$ cat src/rtl/dds_pkg.sv
// Shared constants for the DDS sine generator: default sizes, quadrant codes, pipeline depth.
// Latency: n/a (package).
// Backpressure: n/a (package).
package dds_pkg;

  localparam int PHASE_W_DEF = 16;
  localparam int ADDR_W_DEF  = 7;
  localparam int DATA_W_DEF  = 8;

  // Acceptance-to-out_valid latency of the sample pipeline.
  localparam int PIPE_LAT = 3;

  // Quadrant of the full wave, taken from the top two index bits.
  typedef enum logic [1:0] {
    QUAD_0 = 2'd0,
    QUAD_1 = 2'd1,
    QUAD_2 = 2'd2,
    QUAD_3 = 2'd3
  } quad_e;

  // Odd quadrants walk the quarter table backwards.
  function automatic logic quad_mirror(input logic [1:0] q);
    return (q == QUAD_1) || (q == QUAD_3);
  endfunction

  // The second half of the wave is the negated first half.
  function automatic logic quad_negate(input logic [1:0] q);
    return (q == QUAD_2) || (q == QUAD_3);
  endfunction

endpackage

$ cat src/rtl/dds_qrom.sv
// Quarter-wave sine magnitude ROM, contents generated at elaboration from the sine formula.
// Latency: 1 cycle, synchronous read.
// Backpressure: rd_en low holds the registered output.
module dds_qrom
  import dds_pkg::*;
#(
  parameter int ADDR_W = ADDR_W_DEF,
  parameter int DATA_W = DATA_W_DEF
) (
  input  logic              clk,
  input  logic              rst,
  input  logic              rd_en,
  input  logic [ADDR_W-3:0] rd_addr,
  output logic [DATA_W-2:0] rd_dat
);

  localparam int DEPTH = 2 ** (ADDR_W - 2);
  localparam int MAG_W = DATA_W - 1;

  // Entry k samples the first quarter wave at the centre of bin k, so the
  // table never hits exactly zero or full scale and mirroring is exact.
  function automatic int mag_of(input int k);
    real amp;
    real ang;
    amp = real'((2 ** (DATA_W - 1)) - 1);
    ang = 2.0 * 3.14159265358979323846 * (real'(k) + 0.5) / real'(2 ** ADDR_W);
    return int'(amp * $sin(ang));
  endfunction

  logic [MAG_W-1:0] rom [DEPTH];

  for (genvar k = 0; k < DEPTH; k++) begin : g_rom
    assign rom[k] = MAG_W'(mag_of(k));
  end

  logic [MAG_W-1:0] rd_dat_q;
  logic [MAG_W-1:0] rd_dat_d;

  // Read port: new word only when the pipeline advances.
  always_comb begin
    rd_dat_d = rd_dat_q;
    if (rd_en) begin
      rd_dat_d = rom[rd_addr];
    end
  end

  // Output register of the synchronous read.
  always_ff @(posedge clk or posedge rst) begin
    if (rst) begin
      rd_dat_q <= '0;
    end else begin
      rd_dat_q <= rd_dat_d;
    end
  end

  assign rd_dat = rd_dat_q;

endmodule

$ cat src/rtl/dds_sine_gen.sv
// Phase-accumulator sine generator using a quarter-wave table with valid/ready output.
// Latency: 3 cycles from acceptance to out_valid; 1 sample/clock sustained.
// Backpressure: out_valid && !out_ready freezes every stage and the accumulator.
module dds_sine_gen
  import dds_pkg::*;
#(
  parameter int PHASE_W = PHASE_W_DEF,
  parameter int ADDR_W  = ADDR_W_DEF,
  parameter int DATA_W  = DATA_W_DEF
) (
  input  logic               clk,
  input  logic               rst,
  input  logic               en,
  input  logic               sync,
  input  logic [PHASE_W-1:0] freq_word,
  input  logic [PHASE_W-1:0] phase_ofs,
  input  logic               out_ready,
  output logic               out_valid,
  output logic [DATA_W-1:0]  out_data,
  output logic [1:0]         out_quad
);

  logic [PHASE_W-1:0] acc_q, acc_d;
  logic               s1_vld_q, s1_vld_d;
  logic [ADDR_W-1:0]  s1_idx_q, s1_idx_d;
  logic               s2_vld_q, s2_vld_d;
  logic [1:0]         s2_quad_q, s2_quad_d;
  logic               out_valid_q, out_valid_d;
  logic [DATA_W-1:0]  out_data_q, out_data_d;
  logic [1:0]         out_quad_q, out_quad_d;

  logic               advance;
  logic [PHASE_W-1:0] phase;
  logic [1:0]         s1_quad;
  logic [ADDR_W-3:0]  s1_fine;
  logic [ADDR_W-3:0]  rom_addr;
  logic [DATA_W-2:0]  rom_dat;
  logic [DATA_W-1:0]  mag_ext;

  assign advance  = !(out_valid_q && !out_ready);
  assign phase    = acc_q + phase_ofs;
  assign s1_quad  = s1_idx_q[ADDR_W-1 -: 2];
  assign s1_fine  = s1_idx_q[ADDR_W-3:0];
  assign rom_addr = quad_mirror(s1_quad) ? ~s1_fine : s1_fine;
  assign mag_ext  = {1'b0, rom_dat};

  // S2: magnitude lookup, advancing with the rest of the pipeline.
  dds_qrom #(
    .ADDR_W (ADDR_W),
    .DATA_W (DATA_W)
  ) u_qrom (
    .clk     (clk),
    .rst     (rst),
    .rd_en   (advance),
    .rd_addr (rom_addr),
    .rd_dat  (rom_dat)
  );

  // Next state: sync flushes regardless of backpressure, otherwise shift on advance.
  always_comb begin
    acc_d       = acc_q;
    s1_vld_d    = s1_vld_q;
    s1_idx_d    = s1_idx_q;
    s2_vld_d    = s2_vld_q;
    s2_quad_d   = s2_quad_q;
    out_valid_d = out_valid_q;
    out_data_d  = out_data_q;
    out_quad_d  = out_quad_q;
    if (sync) begin
      acc_d       = '0;
      s1_vld_d    = 1'b0;
      s2_vld_d    = 1'b0;
      out_valid_d = 1'b0;
    end else if (advance) begin
      s1_vld_d    = en;
      s1_idx_d    = phase[PHASE_W-1 -: ADDR_W];
      if (en) begin
        acc_d = acc_q + freq_word;
      end
      s2_vld_d    = s1_vld_q;
      s2_quad_d   = s1_quad;
      out_valid_d = s2_vld_q;
      out_data_d  = quad_negate(s2_quad_q) ? -mag_ext : mag_ext;
      out_quad_d  = s2_quad_q;
    end
  end

  // Accumulator and pipeline registers.
  always_ff @(posedge clk or posedge rst) begin
    if (rst) begin
      acc_q       <= '0;
      s1_vld_q    <= 1'b0;
      s1_idx_q    <= '0;
      s2_vld_q    <= 1'b0;
      s2_quad_q   <= '0;
      out_valid_q <= 1'b0;
      out_data_q  <= '0;
      out_quad_q  <= '0;
    end else begin
      acc_q       <= acc_d;
      s1_vld_q    <= s1_vld_d;
      s1_idx_q    <= s1_idx_d;
      s2_vld_q    <= s2_vld_d;
      s2_quad_q   <= s2_quad_d;
      out_valid_q <= out_valid_d;
      out_data_q  <= out_data_d;
      out_quad_q  <= out_quad_d;
    end
  end

  assign out_valid = out_valid_q;
  assign out_data  = out_data_q;
  assign out_quad  = out_quad_q;

endmodule
$ cat config.mk
export PLATFORM = sky130hd
export DESIGN_NAME = dds_sine_gen
export DESIGN_NICKNAME = d
export VERILOG_FILES = /design/src/rtl/dds_pkg.sv /design/src/rtl/dds_qrom.sv /design/src/rtl/dds_sine_gen.sv
export SDC_FILE = /design/constraint.sdc
export NUM_CORES = 1
export LEC_CHECK = 0
export CORE_MARGIN = 1.5
export CORE_UTILIZATION = 56
export CTS_CLUSTER_SIZE = 10
export DETAILED_ROUTE_END_ITERATION = 8
export HOLD_SLACK_MARGIN = 0.05
export PLACE_DENSITY = 0.82
export SLEW_MARGIN = 10
export SYNTH_ARGS = -nofsm -noshare
export SYNTH_HDL_FRONTEND = slang
export SYNTH_SLANG_ARGS = --single-unit
$ cat constraint.sdc
create_clock -name clk -period 3 [get_ports clk]
set_clock_uncertainty 0.05 [all_clocks]
set_input_delay 0.6 -clock clk [delete_from_list [all_inputs] [get_ports clk]]
set_output_delay 0.6 -clock clk [all_outputs]
set_load 0.01 [all_outputs]
==> out/results.tsv <==
stage	metric	value	unit
job	max-capacitance violation count	0	
clocking	Root Buffer	clkbuf_8	
place	GP Congestion	0.943	
global_routing	vias in the first global route	3375	
clocking	Clk pin slew, worst setup/hold paths	80	ps
cells_and_area	share of cells above drive strength 1	6.84	%
place	PortBufs	47	
clocking	CTS tree	done	
synth	Synthesis Warnings	0	
synth	Main synth FF type	dfrtp_1	
global_routing	largest net degree at the start of global routing	46	
clocking	CTS Hold Bufs	0	
sta	Final Hold Vio Count	0	
sta	# setup viols final	0	
floorplan	initial core utilization	58.4	%
cells_and_area	Final nets	570	
synth	Netlist Area Pre-Place	0.00373	mm^2
clocking	total CTS buffers	5	
global_routing	initial antenna violation count	0	
worst_setup_path	CP Data Required Time	3140	ps
global_routing	Tot GR Track Use	25.9	%
sta	fin crit share	87.1	%
clocking	# clock sinks	45	
power_and_ir_drop	Power Dens Cells	690	mW/mm^2
drt	starting DRC count in detailed routing	232	
sta	Final Max Slew Viols	0	
sta	minimum clock period	2610	ps
synth	Post-synth EDFFs	0	
drt	number of detailed-route iterations in the first pass	6	
synth	syn nets	528	
drt	drt wl/cell	15.7	um
cells_and_area	diodes inserted	0	
power_and_ir_drop	Pleak	0.00192	uW
synth	sequential area share after synthesis	30.2	%
sta	Worst Tran Pin Value	623	ps
drt	DRT antenna net count	0	
cells_and_area	# fillers	544	
worst_hold_path	worst hold-check path type	reg -> reg	
clocking	clk_lat worst skew	300	ps
place	half-perimeter wire length after placement	6980	um
clocking	post_cts resized	0	
place	DP Area	0.00427	mm^2
synth	Syn Inst Count	454	
floorplan	num rows	29	
floorplan	Core Footprint	0.00639	mm^2
floorplan	die area	0.00716	mm^2
sta	Rel. slew slack	57.4	%
clocking	H-tree lvl count	2	
floorplan	Die Wd	84.6	um
sta	RSZ-0062 raised after global routing	false	
worst_setup_path	Max FO, Critical Path	3	
outcome	status	finished clean	
drt	Residual DRC	0	
clocking	Clock Path Buffers	2	
worst_setup_path	Critical Path Start Type	primary input	
drt	vias per cell	6.21	
synth	asr flop ratio synth	100	%
cells_and_area	P&R area growth vs syn	17.4	%
drt	vias	3566	
synth	syn avg cell area	8.21	um^2
sta	f_max	383	MHz
power_and_ir_drop	Peak supply drop	0.000563	V
worst_setup_path	Setup CP Type	in -> reg	
cells_and_area	Final Core Density	68.6	%
synth	post-synthesis cell type count	65	
worst_setup_path	WP data arrival	2760	ps
drt	drt total wl	9020	um
floorplan	die height	84.6	um
synth	#FFs+latches synth	45	
worst_setup_path	crit end category	flip-flop	
cells_and_area	final instance area	0.00438	mm^2
floorplan	num ports	48	
global_routing	GRT Residual Overflow	0	
sta	TNS Setup	0	ps
global_routing	first-pass GRT wire length	15200	um
clocking	post-CTS setup buffer count	0	
-- through the flow --
step	worst slack, ps	std cells	hold slack (ps)	total power [uW]
after detailed placement	77.4	566	411	2530
final	386	574	431	3020
after global routing	289	574	458	3240
after floorplan	575	454	389	2080
after global placement	152	566	398	2460
after CTS	396	574	433	3010
-- critical path, stage by stage --
cell and delay [ps]:
clkdlybuf4s50_1 460, ha_1 190, inv_1 60, fa_1 390
nor2b_1 120, o21ai_1 110, a21o_1 200, a211oi_1 230
o21ai_0 120, a32o_1 260
-- synth_stat cells (2+ instances only) --
| library cell | count | area, um^2 |
|---|---|---|
| mux2i_1 | 6 | 60.1 |
| o221ai_1 | 5 | 43.8 |
| buf_4 | 2 | 15.0 |
| o31ai_1 | 3 | 22.5 |
| a21o_1 | 4 | 30.0 |
| o21bai_1 | 3 | 22.5 |
| a221oi_1 | 2 | 17.5 |
| xor2_1 | 13 | 114 |
| nor2b_1 | 5 | 31.3 |
| a2111oi_0 | 2 | 17.5 |
| xnor2_1 | 12 | 105 |
| buf_2 | 11 | 55.1 |
| dfrtp_1 | 45 | 1130 |
| nor2_1 | 26 | 97.6 |
| a22oi_1 | 3 | 22.5 |
| a22o_1 | 2 | 17.5 |
| o21ai_1 | 3 | 15.0 |
| or3_1 | 4 | 25.0 |
| a21oi_1 | 29 | 145 |
| mux2_2 | 3 | 33.8 |
| o21ai_0 | 45 | 225 |
| o22ai_1 | 6 | 37.5 |
| a21oi_2 | 2 | 17.5 |
| nand4_1 | 4 | 25.0 |
| a311oi_1 | 2 | 17.5 |
| nand2b_1 | 5 | 31.3 |
| nand3_1 | 12 | 60.1 |
| nand2_1 | 76 | 285 |
| o311ai_0 | 2 | 17.5 |
| a31oi_1 | 6 | 37.5 |
| o211ai_1 | 4 | 30.0 |
| and3_1 | 3 | 18.8 |
| nor3_1 | 7 | 35.0 |
| ha_1 | 36 | 450 |
| clkbuf_1 | 9 | 33.8 |
| a211oi_2 | 3 | 37.5 |
| inv_1 | 19 | 71.3 |
| and2_1 | 3 | 18.8 |
-- cells in the final DEF (no fill, tap or decap), drive strengths merged, types with 4 or more instances in the layout --
master and instances:
clkbuf 6, nand4 4, nand2b 5, clkdlybuf4s50 47, and3 4, buf 10, dfrtp 45, xnor2 12
ha 36, xor2 13, nand3 12, inv 18, nor3 7, o22ai 6, o211ai 5, o21ai 48
nor2b 5, or3 4, nor2 26, a21o 4, a21oi 31, a31oi 7, nand2 76, o221ai 5
mux2i 6, a211oi 4
-- cells by family (layout without fill, tap and decap cells) --
kind of cell               count (synthesis)  after routing  share of synthesized area [%]
DFF                                       45             45                           30.2
and+or+nand+nor                          154            154                           18.9
AOI/OAI and AO/OA                        143            143                           25.2
adders and majority gates                 37             37                           12.6
buffers and inverters                     41             84                           4.70
xor gates and xnor gates                  25             25                           5.87
muxes                                      9              9                           2.52
-- routing by layer --
metal	up-vias	global-route usage [%]	part of all wire, %
met5	-	0	0
met4	0	8.65	2.6
met3	31	3.64	5.7
met2	157	46.5	51
met1	1655	32.0	41
li1	1723	-	-
-- state kept, by name, summed over array words and instances (netlist names) --
register,count
acc_q,16
out_data,8
out_quad,2
out_valid,1
s1_idx_q,7
s1_vld_q,1
s2_quad_q,2
s2_vld_q,1
u_qrom.rd_dat,7
-- area by class of cell --
| class | count | area [um^2] | area share (%) |
|---|---|---|---|
| clock buffer | 6 | 72.6 | 1.66 |
| clock inverter | 2 | 38.8 | 0.886 |
| inverter | 19 | 71.3 | 1.63 |
| multi-input combinational | 368 | 2430 | 55.4 |
| sequential | 45 | 1130 | 25.7 |
| tap | 77 | 96.3 | 2.20 |
| timing repair buffer | 57 | 546 | 12.5 |
-- report_power, final --
part	total [uW]	internal, uW	switching (uW)	leakage [uW]
clock network	468	250	217	0.0000554
logic	1580	720	863	0.00129
registers	970	776	195	0.000566
-- path summary, 6_finish.rpt --
check	slack (ps)	from	to	cells past startpoint
min	430	out_quad[1]	out_quad[1]	2
max reg2reg	480	s1_idx_q[0]	u_qrom.rd_dat[3]	8
min reg2reg	430	out_quad[1]	out_quad[1]	2
max	390	freq_word[0]	acc_q[12]	10
min in group asynchronous	690	rst	u_qrom.rd_dat[0]	3
max in group asynchronous	1830	rst	acc_q[5]	3
Note: power is estimated with default switching activity, not from simulation.
